`src/rtl/scan_pkg.sv`:
```
// Shared types and widths for the scan_seq channel scan sequencer.
package scan_pkg;

  localparam int unsigned NUM_CH  = 8;
  localparam int unsigned SEL_W   = 3;
  localparam int unsigned DWELL_W = 8;

  typedef enum logic {
    IDLE,
    RUN
  } state_t;

endpackage

```
`src/rtl/scan_seq_if.sv`:
```
// Request/select bundle between a scan requester and the scan_seq sequencer.
interface scan_seq_if;
  import scan_pkg::*;

  logic              start;
  logic              stop;
  logic [NUM_CH-1:0] mask;
  logic [SEL_W-1:0]  sel;
  logic              sel_vld;
  logic              busy;
  logic              done;

  modport master (
    output start, stop, mask,
    input  sel, sel_vld, busy, done
  );

  modport slave (
    input  start, stop, mask,
    output sel, sel_vld, busy, done
  );

endinterface

```
`src/rtl/scan_next.sv`:
```
// Finds the lowest set mask bit strictly above cur, or the lowest set bit overall when from_bottom is high.
module scan_next
  import scan_pkg::*;
(
  input  logic [NUM_CH-1:0] mask,
  input  logic [SEL_W-1:0]  cur,
  input  logic              from_bottom,
  output logic [SEL_W-1:0]  nxt,
  output logic              found
);

  always_comb begin
    nxt   = '0;
    found = 1'b0;
    for (int unsigned i = 0; i < NUM_CH; i++) begin
      if (!found && mask[i] && (from_bottom || (i > 32'(cur)))) begin
        nxt   = SEL_W'(i);
        found = 1'b1;
      end
    end
  end

endmodule

```
`src/rtl/scan_seq.sv`:
```
// Channel scan sequencer: steps a 3-bit decoder select through the enabled mask channels, DWELL cycles each.
// Optional SCAN_SEQ_LOOP_EN: wrap to the lowest channel at end of pass instead of returning to IDLE.
module scan_seq
  import scan_pkg::*;
#(
  parameter int unsigned DWELL = 4
) (
  input  logic       clk,
  input  logic       rst_n,
  scan_seq_if.slave  bus
);

  if ((DWELL == 0) || (DWELL > 255)) begin : g_dwell_chk
    $error("scan_seq: DWELL must be in 1..255");
  end

  localparam logic [DWELL_W-1:0] RELOAD = DWELL_W'(DWELL - 1);

  state_t              state;
  logic [NUM_CH-1:0]   mask_q;
  logic [DWELL_W-1:0]  cnt;
  logic [SEL_W-1:0]    sel_q;
  logic                vld_q;
  logic                busy_q;
  logic                done_q;

  logic [NUM_CH-1:0]   first_mask;
  logic [SEL_W-1:0]    first_idx;
  logic                first_found;
  logic [SEL_W-1:0]    adv_idx;
  logic                adv_found;

  // The bottom-up search serves the start pick in IDLE and the wrap pick in RUN.
  assign first_mask = (state == IDLE) ? bus.mask : mask_q;

  scan_next u_first (
    .mask        (first_mask),
    .cur         ('0),
    .from_bottom (1'b1),
    .nxt         (first_idx),
    .found       (first_found)
  );

  scan_next u_adv (
    .mask        (mask_q),
    .cur         (sel_q),
    .from_bottom (1'b0),
    .nxt         (adv_idx),
    .found       (adv_found)
  );

  always_ff @(posedge clk) begin
    if (!rst_n) begin
      state  <= IDLE;
      mask_q <= '0;
      cnt    <= '0;
      sel_q  <= '0;
      vld_q  <= 1'b0;
      busy_q <= 1'b0;
      done_q <= 1'b0;
    end else begin
      done_q <= 1'b0;
      case (state)
        IDLE: begin
          if (bus.start && !bus.stop) begin
            if (first_found) begin
              mask_q <= bus.mask;
              state  <= RUN;
              sel_q  <= first_idx;
              vld_q  <= 1'b1;
              busy_q <= 1'b1;
              cnt    <= RELOAD;
            end else begin
              done_q <= 1'b1;
            end
          end
        end
        RUN: begin
          if (bus.stop) begin
            state  <= IDLE;
            vld_q  <= 1'b0;
            busy_q <= 1'b0;
          end else if (cnt != '0) begin
            cnt <= cnt - 1'b1;
          end else if (adv_found) begin
            sel_q <= adv_idx;
            cnt   <= RELOAD;
          end else begin
`ifdef SCAN_SEQ_LOOP_EN
            sel_q  <= first_idx;
            cnt    <= RELOAD;
            done_q <= 1'b1;
`else
            state  <= IDLE;
            vld_q  <= 1'b0;
            busy_q <= 1'b0;
            done_q <= 1'b1;
`endif
          end
        end
        default: state <= IDLE;
      endcase
    end
  end

  assign bus.sel     = sel_q;
  assign bus.sel_vld = vld_q;
  assign bus.busy    = busy_q;
  assign bus.done    = done_q;

endmodule

```
`src/flat_wrapper.sv`:
```
// flat-port wrapper written by rule: the top's interface ports become plain ports
module scan_seq_flat import scan_pkg::*;
#(
  parameter int unsigned DWELL = 4
)
  (clk, rst_n, bus_start, bus_stop, bus_mask, bus_sel, bus_sel_vld, bus_busy, bus_done);
  scan_seq_if bus_i ();
  input  logic clk;
  input  logic rst_n;
  input wire logic [$bits(bus_i.start)-1:0] bus_start;
  input wire logic [$bits(bus_i.stop)-1:0] bus_stop;
  input wire logic [$bits(bus_i.mask)-1:0] bus_mask;
  output wire logic [$bits(bus_i.sel)-1:0] bus_sel;
  output wire logic [$bits(bus_i.sel_vld)-1:0] bus_sel_vld;
  output wire logic [$bits(bus_i.busy)-1:0] bus_busy;
  output wire logic [$bits(bus_i.done)-1:0] bus_done;
  assign bus_i.start = bus_start;
  assign bus_i.stop = bus_stop;
  assign bus_i.mask = bus_mask;
  assign bus_sel = bus_i.sel;
  assign bus_sel_vld = bus_i.sel_vld;
  assign bus_busy = bus_i.busy;
  assign bus_done = bus_i.done;
  scan_seq #(.DWELL(DWELL)) u_core (.clk(clk), .rst_n(rst_n), .bus(bus_i));
endmodule
```
`config.mk`:
```
export PLATFORM = sky130hd
export DESIGN_NAME = scan_seq_flat
export DESIGN_NICKNAME = d
export VERILOG_FILES = /design/src/rtl/scan_pkg.sv /design/src/rtl/scan_seq_if.sv /design/src/rtl/scan_next.sv /design/src/rtl/scan_seq.sv /design/src/flat_wrapper.sv
export SDC_FILE = /design/constraint.sdc
export NUM_CORES = 1
export LEC_CHECK = 0
export CAP_MARGIN = 10
export CORE_AREA = 2 2 51 53
export DETAILED_ROUTE_END_ITERATION = 16
export DIE_AREA = 0 0 53 55
export MAX_ROUTING_LAYER = met4
export PLACE_DENSITY = 0.8
export SLEW_MARGIN = 20
export SYNTH_ARGS = -nofsm -noshare
export SYNTH_HDL_FRONTEND = slang
export SYNTH_SLANG_ARGS = --single-unit
```
`constraint.sdc`:
```
create_clock -name clk -period 6.05 [get_ports clk]
set_clock_uncertainty 0.2 [all_clocks]
set_input_delay 1.21 -clock clk [delete_from_list [all_inputs] [get_ports clk]]
set_output_delay 1.21 -clock clk [all_outputs]
set_load 0.05 [all_outputs]
```
**Word-level counts from Yosys, hierarchy flattened**

Cells that the tools add are included.

- Bits in registers: 22
- Output and inout bits: 6

- Add/subtract/negate cells: 1
- $lt $le $gt $ge: 7
- Equal/unequal tests: 8
- Multiplexer cells: 60
- Bitwise logic cells: 1
- Reductions and logical operators: 40

Operators by type and width:

| operator | count |
|---|---|
| 8-bit 2-to-1 mux | 6 |
| 3-bit 2-to-1 mux | 15 |
| 1-bit 2-to-1 mux | 32 |
| 1-bit logical AND | 21 |
| 8-bit case mux with 2 select lines | 1 |
| 1-bit zero test | 14 |
| 3-bit > comparator (first input constant) | 4 |
| 3-bit inequality test (second input constant) | 3 |
| 2-bit inequality test (second input constant) | 4 |
| 4-bit AND reduction | 2 |
| 8-bit nonzero test | 1 |
| 8-bit by 1-bit subtractor with 8-bit output (second input constant) | 1 |
| 2-bit by 3-bit > comparator with 1-bit output (first input constant) | 2 |
| 1-bit case mux with 2 select lines | 3 |
| 3-bit case mux with 2 select lines | 1 |
| 5-bit AND reduction | 1 |
| 2-bit 2-to-1 mux | 2 |
| 1-bit by 3-bit > comparator with 1-bit output (first input constant) | 1 |
| 3-bit AND reduction | 1 |
| 2-bit by 1-bit inequality test with 1-bit output (second input constant) | 1 |
| 1-bit NOT | 1 |

**Longest topological paths before layout**

- Word-level depth: 31
- Gate-level depth with buffers: 8
- Gate-level depth less buffers: 7

**Modules after synthesis**

A second synthesis with hierarchy kept.

- Cell total of the unflattened synthesis: 208
- Area total of the unflattened synthesis: 1,686.6 um^2

By module, submodules not included:

| module | instances | cells an instance | area each (um^2) |
|---|---|---|---|
| scan_seq | 1 | 132 | 1,183.6 |
| scan_next | 2 | 38 | 251.5 |

**Least setup slack after synthesis**

No wires, ideal clock.

- Kind: input to register
- Start point: input bus_mask[7]
- End point: register u_core.cnt[4]
- Library setup time: 0.125 ns
- Data arrival time: 2.692 ns
- Required time: 5.725 ns
- Setup slack: 3.033 ns
- Stages on the path: 6
- Path buffers: 0
- Cell sequence: or4_4 nor4b_4 a2bb2oi_2 and2b_2 a22oi_1 o32ai_1

- Cells in the longest elaborated chain, start to end: 5

RTL lines:

| item | line | RTL |
|---|---|---|
| start: declaration | flat_wrapper.sv:12 | `input wire logic [$bits(bus_i.mask)-1:0] bus_mask;` |
| 8-bit 2-to-1 mux | scan_seq.sv:34 | `assign first_mask = (state == IDLE) ? bus.mask : mask_q;` |
| 1-bit logical AND | scan_next.sv:16 | `if (!found && mask[i] && (from_bottom \|\| (i > 32'(cur)))) begin` |
| 1-bit 2-to-1 mux | scan_next.sv:16 |  |
| 2-bit by 1-bit inequality test with 1-bit output (no line) | - |  |
| 4-bit AND reduction (no line) | - |  |
| end signal: assignment | scan_seq.sv:84 | `cnt <= cnt - 1'b1;` |
| end: declaration | scan_seq.sv:21 | `logic [DWELL_W-1:0] cnt;` |

Every way passes these cells.
A chain may end at the register's enable or synchronous reset.

**Final worst setup path**

- Start point: input bus_mask[7]
- End point: register u_core.sel_q[0] (netlist: u_core.bus.sel[0])

- Cells in the longest elaborated chain, start to end: 6
- Elaborated cells on any way between the ends: 9

RTL lines:

| item | line | RTL |
|---|---|---|
| 8-bit 2-to-1 mux (*) | scan_seq.sv:34 |  |
| 1-bit logical AND (*) | scan_next.sv:16 |  |
| 3-bit 2-to-1 mux | scan_next.sv:16 |  |
| 3-bit 2-to-1 mux | scan_seq.sv:66 | `if (first_found) begin` |
| 3-bit 2-to-1 mux | scan_seq.sv:65 | `if (bus.start && !bus.stop) begin` |
| 3-bit case mux with 2 select lines | scan_seq.sv:63 | `case (state)` |
| end signal: assignment | scan_seq.sv:69 | `sel_q <= first_idx;` |
| end signal: assignment | scan_seq.sv:86 | `sel_q <= adv_idx;` |
| end: declaration | scan_seq.sv:22 | `logic [SEL_W-1:0] sel_q;` |

Every way passes the cells marked *; elsewhere a longest branch is shown, timed or not. The select of a mux whose other input is x is not followed.

==> summary.md <==
| Metric | Value |
|---|---|
| Max-Cap Viols | `0` |
| Clock sink count | `21` |
| Part of the Yosys area used for sequential elements | `32.8%` |
| Synth Cell Area | `1280 um^2` |
| Clk_lat worst skew | `0.30 ns` |
| Die Width | `53 um` |
| Worst path max stage delay | `0.58 ns` |
| Die Ht | `55 um` |
| Vias per inst | `5.94` |
| VDD IR max | `135 uV` |
| Post-cts hold buffer count | `0` |
| Vias in the first global route | `1060` |
| Mapped Nets | `165` |
| Non-Filler Instances | `196` |
| Initial DRC Count | `14` |
| P_leak | `0.559 nW` |
| Tot Pwr | `0.303 mW` |
| Final ANT Viol Nets | `0` |
| Pin count of the biggest net entering global routing | `18` |
| Combinational power share | `27.0%` |
| Clock Power Share | `21.7%` |
| Worst R2R End | `u_core.bus.sel[0]` |
| Max-slew headroom | `29.8%` |
| Crit path to | `u_core.bus.sel[0]` |
| DR WL/cell | `13.9 um` |
| Clock slew at reported path FFs | `0.12 ns` |
| Crit. End Element | `flop` |
| Router iterations before antenna repair | `4` |
| Final wirelength | `2.73 mm` |
| Min Tclk post-route | `3.43 ns` |
| Switching power | `0.0978 mW` |
| WP data arrival | `3.43 ns` |
| Number of flops mapped to enable cells by yosys | `0` |
| # IOs | `18` |
| CTS H-tree depth | `1` |
| Tcrit/Tclk final | `56.7%` |
| GR Overflow Total | `0` |
| Flop pwr share | `51.3%` |
| DR vias | `1165` |
| Buffers & Inverters on Critical Path | `1` |
| Root buffer cell | `clkbuf_4` |
| Setup Buffers After CTS | `0` |
| Type of origin of the critical path | `primary input` |
| Crit-path cells | `clkdlybuf4s50_1 > or4_4 > nor4b_4 > a2bb2oi_2 > a31oi_2 > a211o_2 > o41ai_1` |
| GP Congestion | `0.879` |
| Distinct cells, synth | `50` |
| Fin Hold WS | `0.309 ns` |
| Core Area | `2360 um^2` |
| Die area | `2920 um^2` |
| CTS resizes | `0` |
| Post-synthesis async set-or-reset flop share | `0%` |
| Max Root-Sink Buffers | `2` |
| Post-route DRC | `0` |
| DP Wirelength | `2.16 mm` |
| Cells after synthesis | `151` |
| ANT cells | `0` |
| Finished Core Util | `62.1%` |
| Sw frac | `32.2%` |
| Pwr/cell area | `207 nW/um^2` |
| Yosys warns | `0` |
| Reg-to-reg startpoint | `u_core.bus.sel[2]` |
| TritonCTS clock tree | `yes` |
| Top delay family on crit path | `simple AND/OR/NAND/NOR gates` |
| Final Setup Violations | `0` |
| CP startpoint | `bus_mask[7]` |
| Worst Slack Setup Final | `2.62 ns` |
| Worst Hold Class | `reg2reg` |
| Least-Margin Pin Slew | `1.05 ns` |
| IO buf count | `17` |
| Flop2flop setup slack | `3.48 ns` |
| R2R depth | `6` |
| Fin. Hold Viols | `0` |
| WS Path Type | `in2reg` |
| CP Depth | `7` |
| Primary FF master, synth | `dfxtp_1` |
| F_max | `0.292 GHz` |
| RSZ-0062 raised after global routing | `no` |
| DP Area | `1440 um^2` |
| CTS Buf Count | `3` |
| Yosys reg bits | `21` |
| Number of max-slew violations in the final report | `0` |
| Layout cells sized above 1 | `12.0%` |
| Final nets | `181` |
| Area Overhead vs Synth | `14.7%` |
| Final non-filler cell area | `1470 um^2` |
| Critical Path Fanout Max | `15` |
| First-pass GRT wire length | `4.63 mm` |
| Mean Syn Cell Area | `8.48 um^2` |
| Fin Setup TNS | `0 ns` |
| Initial Util | `54.1%` |
| WP data required | `6.06 ns` |
| Setup WS pre-CTS | `2.29 ns` |
| Total track usage | `22.1%` |
| Pint | `0.206 mW` |
| Initial antenna violation count | `0` |
| FP Rows | `18` |
| Status | `finished, final reports clean` |
| CP max-delay cell | `or4_4` |
| Placed insts | `192` |
area by class of cell:
cell class / count / area (um^2)
fillers: 224 / 897
clock buffers: 3 / 22.5
clock inverters: 1 / 5.00
inverters: 10 / 37.5
flip-flops and latches: 21 / 420
well taps: 30 / 37.5
multi-input cells: 114 / 774
repair buffers: 17 / 170
logic make-up after synthesis:
| kind of cell | share of synthesized area, % |
|---|---|
| and+or+nand+nor | 26.2 |
| AOI/OAI and AO/OA | 26.4 |
| DFF | 32.8 |
| buffers and inverters | 7.14 |
| muxes | 5.47 |
| adders and majority gates | 1.95 |
cell usage after synthesis (2+ instances only):
master     n  share of area, %
clkbuf_1   2              0.59
nand2b_1   3               1.5
a21oi_1   11               4.3
nand2_1   10               2.9
nor2_1    18               5.3
clkbuf_8   2               2.2
inv_1      9               2.6
or3_1      2              0.98
ha_1       2               2.0
o21ai_0    9               3.5
mux2i_1    7               5.5
dfxtp_1   21                33
nor2b_1    5               2.4
and2_2     2               1.2
o31ai_1    2               1.2
a311oi_1   4               2.7
a31oi_1    3               1.5
nor3_1     6               2.3
a21o_1     2               1.2
power groups by stage:
| stage | logic, mW | clock network, mW | registers [mW] |
|---|---|---|---|
| 6_report | 0.0818 | 0.0658 | 0.156 |
| 3_3_place_gp | 0.0799 | 0 | 0.159 |
| 4_1_cts | 0.0824 | 0.0686 | 0.156 |
| 2_1_floorplan | 0.0537 | 0 | 0.163 |
| 3_5_place_dp | 0.0823 | 0 | 0.159 |
| 5_1_grt | 0.0906 | 0.0729 | 0.157 |
flip-flops by register name (all words and copies together), names as in the netlist:
| register | count |
|---|---|
| u_core.cnt | 8 |
| u_core.mask_q | 7 |
| u_core.bus.sel | 3 |
| u_core.bus.busy | 1 |
| u_core.bus.done | 1 |
| u_core.state | 1 |
layer usage:
metal | vias to the layer above | routed length [um] | track usage [%]
met5 | - | 0 | -
met4 | 0 | 26 | 6.84
met3 | 4 | 79 | 1.61
met2 | 21 | 1390 | 39.6
met1 | 557 | 1240 | 26.6
li1 | 583 | - | -
cells in the final DEF, fill, tap and decap left out, types with 2 or more instances in the layout:
master,count
a21o_1,2
a21oi_1,11
a311oi_1,4
a31oi_1,3
and2_2,2
clkbuf_4,3
clkdlybuf4s50_1,17
dfxtp_1,21
ha_1,2
inv_1,9
mux2i_1,7
nand2_1,10
nand2b_1,3
nor2_1,18
nor2b_1,5
nor3_1,6
o21ai_0,9
o31ai_1,2
or3_1,2
worst min path at each step:
| stage | slack, ns | start | depth (start not counted) | end |
|---|---|---|---|---|
| floorplan | 0.25 | u_core.cnt[7] | 1 | u_core.cnt[7] |
| global placement | 0.27 | u_core.cnt[7] | 1 | u_core.cnt[7] |
| detailed placement | 0.29 | u_core.mask_q[7] | 2 | u_core.mask_q[7] |
| CTS | 0.31 | u_core.cnt[0] | 1 | u_core.cnt[0] |
| global route | 0.33 | u_core.cnt[7] | 1 | u_core.cnt[7] |
| finish | 0.31 | u_core.cnt[0] | 1 | u_core.cnt[0] |
(Power assumes the default switching activity.)
